$ cat config.mk
export PLATFORM = sky130hd
export DESIGN_NAME = grid_vga_renderer
export DESIGN_NICKNAME = d
export VERILOG_FILES = /design/src/rtl/grid_vga_renderer.sv
export SDC_FILE = /design/constraint.sdc
export NUM_CORES = 1
export LEC_CHECK = 0
export CORE_MARGIN = 4
export CORE_UTILIZATION = 45
export CTS_CLUSTER_DIAMETER = 200
export DETAILED_ROUTE_END_ITERATION = 10
export HOLD_SLACK_MARGIN = 0.15
export PLACE_DENSITY = 0.77
export SLEW_MARGIN = 20
export SYNTH_ARGS = -nofsm -noshare
export SYNTH_HDL_FRONTEND = slang
export SYNTH_SLANG_ARGS = --single-unit
$ cat constraint.sdc
create_clock -name clk -period 3.7 [get_ports clk]
set_input_delay 1.11 -clock clk [delete_from_list [all_inputs] [get_ports clk]]
set_output_delay 1.11 -clock clk [all_outputs]
set_load 0.1 [all_outputs]
$ cat src/rtl/grid_vga_renderer.sv
// Renders an 8x8 life grid as a VGA-timed pixel stream (hsync/vsync/de/RGB444).
// Grid updates are double-buffered and swapped only on the first vertical blanking line.
module grid_vga_renderer #(
  parameter int H_ACTIVE = 640,
  parameter int H_FP     = 16,
  parameter int H_SYNC   = 96,
  parameter int H_BP     = 48,
  parameter int V_ACTIVE = 480,
  parameter int V_FP     = 10,
  parameter int V_SYNC   = 2,
  parameter int V_BP     = 33,
  parameter int CELL_PX  = 60,
  parameter int X_OFF    = 80
) (
  input  logic        clk,
  input  logic        reset_n,
  input  logic [63:0] grid_in,
  input  logic        grid_valid,
  output logic        grid_ack,
  output logic        frame_start,
  output logic        hsync,
  output logic        vsync,
  output logic        de,
  output logic [3:0]  red,
  output logic [3:0]  green,
  output logic [3:0]  blue
);

  localparam logic [9:0] H_LAST    = 10'(H_ACTIVE + H_FP + H_SYNC + H_BP - 1);
  localparam logic [9:0] V_LAST    = 10'(V_ACTIVE + V_FP + V_SYNC + V_BP - 1);
  localparam logic [9:0] HS_START  = 10'(H_ACTIVE + H_FP);
  localparam logic [9:0] HS_END    = 10'(H_ACTIVE + H_FP + H_SYNC);
  localparam logic [9:0] VS_START  = 10'(V_ACTIVE + V_FP);
  localparam logic [9:0] VS_END    = 10'(V_ACTIVE + V_FP + V_SYNC);
  localparam logic [9:0] L_H_ACT   = 10'(H_ACTIVE);
  localparam logic [9:0] L_V_ACT   = 10'(V_ACTIVE);
  localparam logic [9:0] L_X_OFF   = 10'(X_OFF);
  localparam logic [9:0] CELL_LAST = 10'(CELL_PX - 1);

  logic [9:0]  r_h_cnt, r_v_cnt;
  logic [9:0]  r_col_px, r_row_px;
  logic [3:0]  r_col_idx, r_row_idx;
  logic [63:0] r_disp_grid, r_pend_grid;
  logic        r_pend_vld;

  logic        w_h_wrap, w_v_wrap, w_active, w_in_grid, w_cell_bit, w_swap_pt;
  logic [9:0]  w_col_px, w_row_px;
  logic [3:0]  w_col_idx, w_row_idx;

  assign w_h_wrap  = (r_h_cnt == H_LAST);
  assign w_v_wrap  = (r_v_cnt == V_LAST);
  // Sub-counters hold the cell position of the current pixel; the restart
  // points are forced here so the first column/row needs no look-ahead.
  assign w_col_px  = (r_h_cnt == L_X_OFF) ? 10'd0 : r_col_px;
  assign w_col_idx = (r_h_cnt == L_X_OFF) ? 4'd0  : r_col_idx;
  assign w_row_px  = (r_v_cnt == 10'd0)   ? 10'd0 : r_row_px;
  assign w_row_idx = (r_v_cnt == 10'd0)   ? 4'd0  : r_row_idx;
  assign w_active  = (r_h_cnt < L_H_ACT) && (r_v_cnt < L_V_ACT);
  assign w_in_grid = !w_col_idx[3] && !w_row_idx[3];
  assign w_cell_bit = r_disp_grid[{w_row_idx[2:0], w_col_idx[2:0]}];
  assign w_swap_pt = (r_h_cnt == 10'd0) && (r_v_cnt == L_V_ACT);

  always_ff @(posedge clk or negedge reset_n) begin
    if (!reset_n) begin
      r_h_cnt <= '0;
      r_v_cnt <= '0;
    end else if (w_h_wrap) begin
      r_h_cnt <= '0;
      r_v_cnt <= w_v_wrap ? 10'd0 : r_v_cnt + 10'd1;
    end else begin
      r_h_cnt <= r_h_cnt + 10'd1;
    end
  end

  // Column index saturates at 8 (outside the grid) until the next X_OFF.
  always_ff @(posedge clk or negedge reset_n) begin
    if (!reset_n) begin
      r_col_px  <= '0;
      r_col_idx <= 4'd8;
    end else if (w_col_idx != 4'd8) begin
      if (w_col_px == CELL_LAST) begin
        r_col_px  <= '0;
        r_col_idx <= w_col_idx + 4'd1;
      end else begin
        r_col_px  <= w_col_px + 10'd1;
        r_col_idx <= w_col_idx;
      end
    end
  end

  always_ff @(posedge clk or negedge reset_n) begin
    if (!reset_n) begin
      r_row_px  <= '0;
      r_row_idx <= '0;
    end else if (w_h_wrap && (w_row_idx != 4'd8)) begin
      if (w_row_px == CELL_LAST) begin
        r_row_px  <= '0;
        r_row_idx <= w_row_idx + 4'd1;
      end else begin
        r_row_px  <= w_row_px + 10'd1;
        r_row_idx <= w_row_idx;
      end
    end
  end

  always_ff @(posedge clk or negedge reset_n) begin
    if (!reset_n) begin
      hsync                <= 1'b1;
      vsync                <= 1'b1;
      de                   <= 1'b0;
      frame_start          <= 1'b0;
      {red, green, blue}   <= 12'h000;
    end else begin
      hsync       <= !((r_h_cnt >= HS_START) && (r_h_cnt < HS_END));
      vsync       <= !((r_v_cnt >= VS_START) && (r_v_cnt < VS_END));
      de          <= w_active;
      frame_start <= (r_h_cnt == 10'd0) && (r_v_cnt == 10'd0);
      if (!w_active)
        {red, green, blue} <= 12'h000;
      else if (w_in_grid)
        {red, green, blue} <= w_cell_bit ? 12'hFFF : 12'h000;
      else
        {red, green, blue} <= 12'h003;
    end
  end

  // Handshake: grid_valid is a 1-cycle strobe with no back-pressure (last one
  // before the swap wins); grid_ack pulses once, the cycle after the swap point,
  // whenever a new grid was moved into the display buffer.
  always_ff @(posedge clk or negedge reset_n) begin
    if (!reset_n) begin
      r_disp_grid <= '0;
      r_pend_grid <= '0;
      r_pend_vld  <= 1'b0;
      grid_ack    <= 1'b0;
    end else begin
      grid_ack <= w_swap_pt && (grid_valid || r_pend_vld);
      if (w_swap_pt) begin
        if (grid_valid)
          r_disp_grid <= grid_in;
        else if (r_pend_vld)
          r_disp_grid <= r_pend_grid;
        r_pend_vld <= 1'b0;
      end else if (grid_valid) begin
        r_pend_grid <= grid_in;
        r_pend_vld  <= 1'b1;
      end
    end
  end

endmodule

==> results of run 1 <==
## logic make-up (layout without fill, tap and decap cells)
logic type | after synthesis | after routing | share of synthesized area, %
and+or+nand+nor | 237 | 237 | 13.2
buffers and inverters | 76 | 143 | 4.40
AOI/OAI and AO/OA | 175 | 175 | 11.4
adders and majority gates | 10 | 10 | 1.37
xor gates and xnor gates | 14 | 14 | 1.34
muxes | 145 | 145 | 17.9
DFF | 184 | 184 | 50.5
## layer usage
| metal | wire length, um | track usage [%] | vias to the layer above |
|---|---|---|---|
| met2 | 9290 | 28.8 | 153 |
| met4 | 366 | 6.45 | 0 |
| met5 | 0 | 0 | - |
| met3 | 879 | 3.82 | 28 |
| li1 | - | - | 3151 |
| met1 | 8730 | 24.5 | 3167 |
## sequential cells by signal, indices dropped and copies added (netlist names)
name,count
blue,2
de,1
frame_start,1
grid_ack,1
hsync,1
r_col_idx,4
r_col_px,10
r_disp_grid,64
r_h_cnt,10
r_pend_grid,64
r_pend_vld,1
r_row_idx,4
r_row_px,10
r_v_cnt,10
vsync,1
## critical path, stage by stage (launching register included)
cell and delay, ps:
sky130_fd_sc_hd__dfrtp_1 440, sky130_fd_sc_hd__nor4_1 650, sky130_fd_sc_hd__nand3_1 480, sky130_fd_sc_hd__and2_1 320, sky130_fd_sc_hd__ha_1 230, sky130_fd_sc_hd__and2_1 180
sky130_fd_sc_hd__and4_1 300, sky130_fd_sc_hd__nor2_1 190, sky130_fd_sc_hd__nand2_1 120, sky130_fd_sc_hd__o31ai_1 240
## power groups by stage
stage          Sequential, uW  Clock, uW  Combinational (uW)
4_1_cts                  2190       1870                 455
5_1_grt                  2200       1960                 489
3_3_place_gp             2220          0                 444
3_5_place_dp             2220          0                 452
6_report                 2190       1830                 447
2_1_floorplan            2220          0                 273
## metrics by stage
stage,worst slack [ps],cells,cell area [um^2],util (%)
floorplan,937,841,9130,-
global placement,672,1141,10100,51.3
detailed placement,531,1141,10100,51.3
CTS,522,1173,10700,54.3
global route,107,1173,10700,54.3
finish,462,1173,10700,54.3
## final cells by class
type,instances,share of cell area [%]
Clock buffer,18,4.10
Timing Repair Buffer,95,9.13
Tap cell,265,3.10
Inverter,16,0.573
Multi-Input combinational cell,581,38.6
Sequential cell,184,43.0
Clock inverter,14,1.48
## Yosys cell counts (10+ instances only)
cell type and count:
sky130_fd_sc_hd__mux2_2 56, sky130_fd_sc_hd__clkbuf_1 20, sky130_fd_sc_hd__nor3_1 15, sky130_fd_sc_hd__o21ai_0 43, sky130_fd_sc_hd__inv_1 15, sky130_fd_sc_hd__dfrtp_1 181
sky130_fd_sc_hd__nand2_1 48, sky130_fd_sc_hd__nor2_1 88, sky130_fd_sc_hd__mux2i_1 68, sky130_fd_sc_hd__nand3_1 20, sky130_fd_sc_hd__mux2_1 13, sky130_fd_sc_hd__buf_2 14
sky130_fd_sc_hd__a21oi_1 78, sky130_fd_sc_hd__buf_4 22, sky130_fd_sc_hd__ha_1 10
## how the worst min path moves through the flow
stage                                      startpoint                          end  depth (start not counted)
after floorplan               r_row_px[5]$_DFFE_PN0P_      r_row_px[5]$_DFFE_PN0P_                          1
after global placement         r_pend_vld$_DFFE_PN0P_       r_pend_vld$_DFFE_PN0P_                          1
after detailed placement      r_row_px[5]$_DFFE_PN0P_      r_row_px[5]$_DFFE_PN0P_                          1
after CTS                     r_row_px[5]$_DFFE_PN0P_      r_row_px[5]$_DFFE_PN0P_                          1
after global routing      r_pend_grid[10]$_DFFE_PN0P_  r_pend_grid[10]$_DFFE_PN0P_                          1
final                         r_row_px[5]$_DFFE_PN0P_      r_row_px[5]$_DFFE_PN0P_                          1
==> flow_metrics.tcl, run 1 <==
set metrics [dict create \
    worst_path_clk_slew_ps 70 \
    nets 972 \
    first_global_vias 6401 \
    drt-initial-drc-count 457 \
    report.final.hold_viol_count 0 \
    setup.worst_path.end "r_row_px[3]$_DFFE_PN0P_" \
    areaGrowthSynthToFinish_pct 17.2 \
    maximum_number_of_pins_on_one_net_before_global_route_repair 71 \
    power.share.switching_pct 25.7 \
    multi_input_comb_area_um2 4130 \
    synth_largest_type_area_fraction_pct 49.6 \
    netlist_top_cells_area "sky130_fd_sc_hd__dfrtp_1 50%, sky130_fd_sc_hd__mux2i_1 7.5%, sky130_fd_sc_hd__mux2_2 6.9%" \
    dieHeight_um 150 \
    power_dissipated_by_switching_net_loads_uw 1150 \
    syn_area_per_cell_um2 10.9 \
    io_pins 84 \
    fin_crit_sh_pct 87.5 \
    clock_path_buffers 2 \
    post-cts-setup-buffer-count 0 \
    syn_inst 841 \
    routed_wire_length_per_instance_um 16.4 \
    number_of_antenna_violations_at_the_first_check_in_global_routing 0 \
    worst_hold_path_type "reg -> reg" \
    ctsHoldBuffers 0 \
    synth_top_flop_cell "sky130_fd_sc_hd__dfrtp_1" \
    maxCapViolCount 0 \
    globalRouteOverflowTotal 0 \
    sequential_cell_area_um2 4610 \
    setup_viol 0 \
    power.combinational.fraction_pct 10.0 \
    cts_repair_resize_count 0 \
    floorplan.core_area_um2 19700 \
    rsz0062_at_grt "no" \
    finalHoldWorstSlack_ps 486 \
    floorplan.die.width_um 150 \
    start_kind "flop" \
    count_of_state_elements_after_synthesis 184 \
    clock-skew-final_ps 12.1 \
    root_buffer_cell "sky130_fd_sc_hd__clkbuf_16" \
    min_period_ps 3240 \
    num_rows 51 \
    synth.distinct_cells 70 \
    cellInternalPower_uw 3320 \
    ys.warnings.count 0 \
    synth_async_sr_flop_share_pct 100 \
    cts_max_level 4 \
    worst_slew_margin_rel_pct 46.1 \
    leakage_uw 0.00459 \
    synth_area_leader_cell "sky130_fd_sc_hd__dfrtp_1" \
    final_cell_mix "181 x sky130_fd_sc_hd__dfrtp_1, 87 x sky130_fd_sc_hd__nor2_1, 78 x sky130_fd_sc_hd__a21oi_1, 68 x sky130_fd_sc_hd__mux2i_1, 64 x sky130_fd_sc_hd__clkdlybuf4s50_1" \
    timing.fmax_mhz 309 \
    timing.rr.end "r_row_px[3]$_DFFE_PN0P_" \
    synthesis.area_um2 9130 \
    layout_cell_share_with_drive_strength_beyond_1_pct 16.1 \
    clock_power_share_pct 41.0 \
    n_fill_cell 1678 \
    wirelength_um 19300 \
    critical_register_to_register_path_startpoint "r_v_cnt[6]$_DFFE_PN0N_" \
    synth_seq_area_share_pct 50.5 \
    drcViolationCount 0 \
    place.gp.congestion 0.821 \
    place.port_buffers 83 \
    start_util_pct 46.3 \
    route.detailed.vias_per_inst 5.54 \
    place_hpwl_um 13100 \
    outcome "finished, final reports clean" \
    fp.dieArea_um2 22600 \
    cts_buffers 17 \
    synth_enable_flop_cells 0 \
    crit_fanout 13 \
    most_frequent_standard_cell_in_the_layout_excluding_fill_and_tap_cells "sky130_fd_sc_hd__dfrtp_1" \
    ff2ff_setup_slack_ps 460 \
    track_usage_pct 18.0 \
    synth.net_count 918 \
    first_pass_grt_wire_length_um 32200 \
    worst-endpoint-required_ps 4050 \
    capturing_element_type_of_the_critical_path "flop" \
    drt_pre_antenna_iters 5 \
    crit_arrival_ps 3580 \
    clk-insertion-delay-late_ps 440 \
    finalPower_uw 4460 \
    slew_at_the_pin_with_the_worst_max_slew_slack_ps 808 \
    timing.setup.tns_ps 0 \
    cell_area_power_density_nw_per_um2 417 \
    cp-startpoint "r_v_cnt[6]$_DFFE_PN0N_" \
    clock_sinks 184 \
    number_of_pins_with_negative_max_slew_slack_in_the_final_report 0 \
    route.vias.total 6499 \
    share_seq_of_total_power_pct 49.0 \
    setup.worst_path.class "reg -> reg" \
    r2r.worst_path.cells 9 \
    insertedDiodeCount 0 \
    final_antenna_net_count 0 \
    cts_tree "built" \
    irDropWorstVdd_mv 0.363 \
]
(Power assumes the default switching activity.)
==> inputs of run 2 (changes only) <==
--- a/config.mk
+++ b/config.mk
@@ -8,6 +8,7 @@
 export CORE_MARGIN = 4
 export CORE_UTILIZATION = 45
 export CTS_CLUSTER_DIAMETER = 200
+export CTS_CLUSTER_SIZE = 14
 export DETAILED_ROUTE_END_ITERATION = 10
 export HOLD_SLACK_MARGIN = 0.15
 export PLACE_DENSITY = 0.77
==> results of run 2 <==
The final DEF is identical to that of run 1; final timing and power are the same.
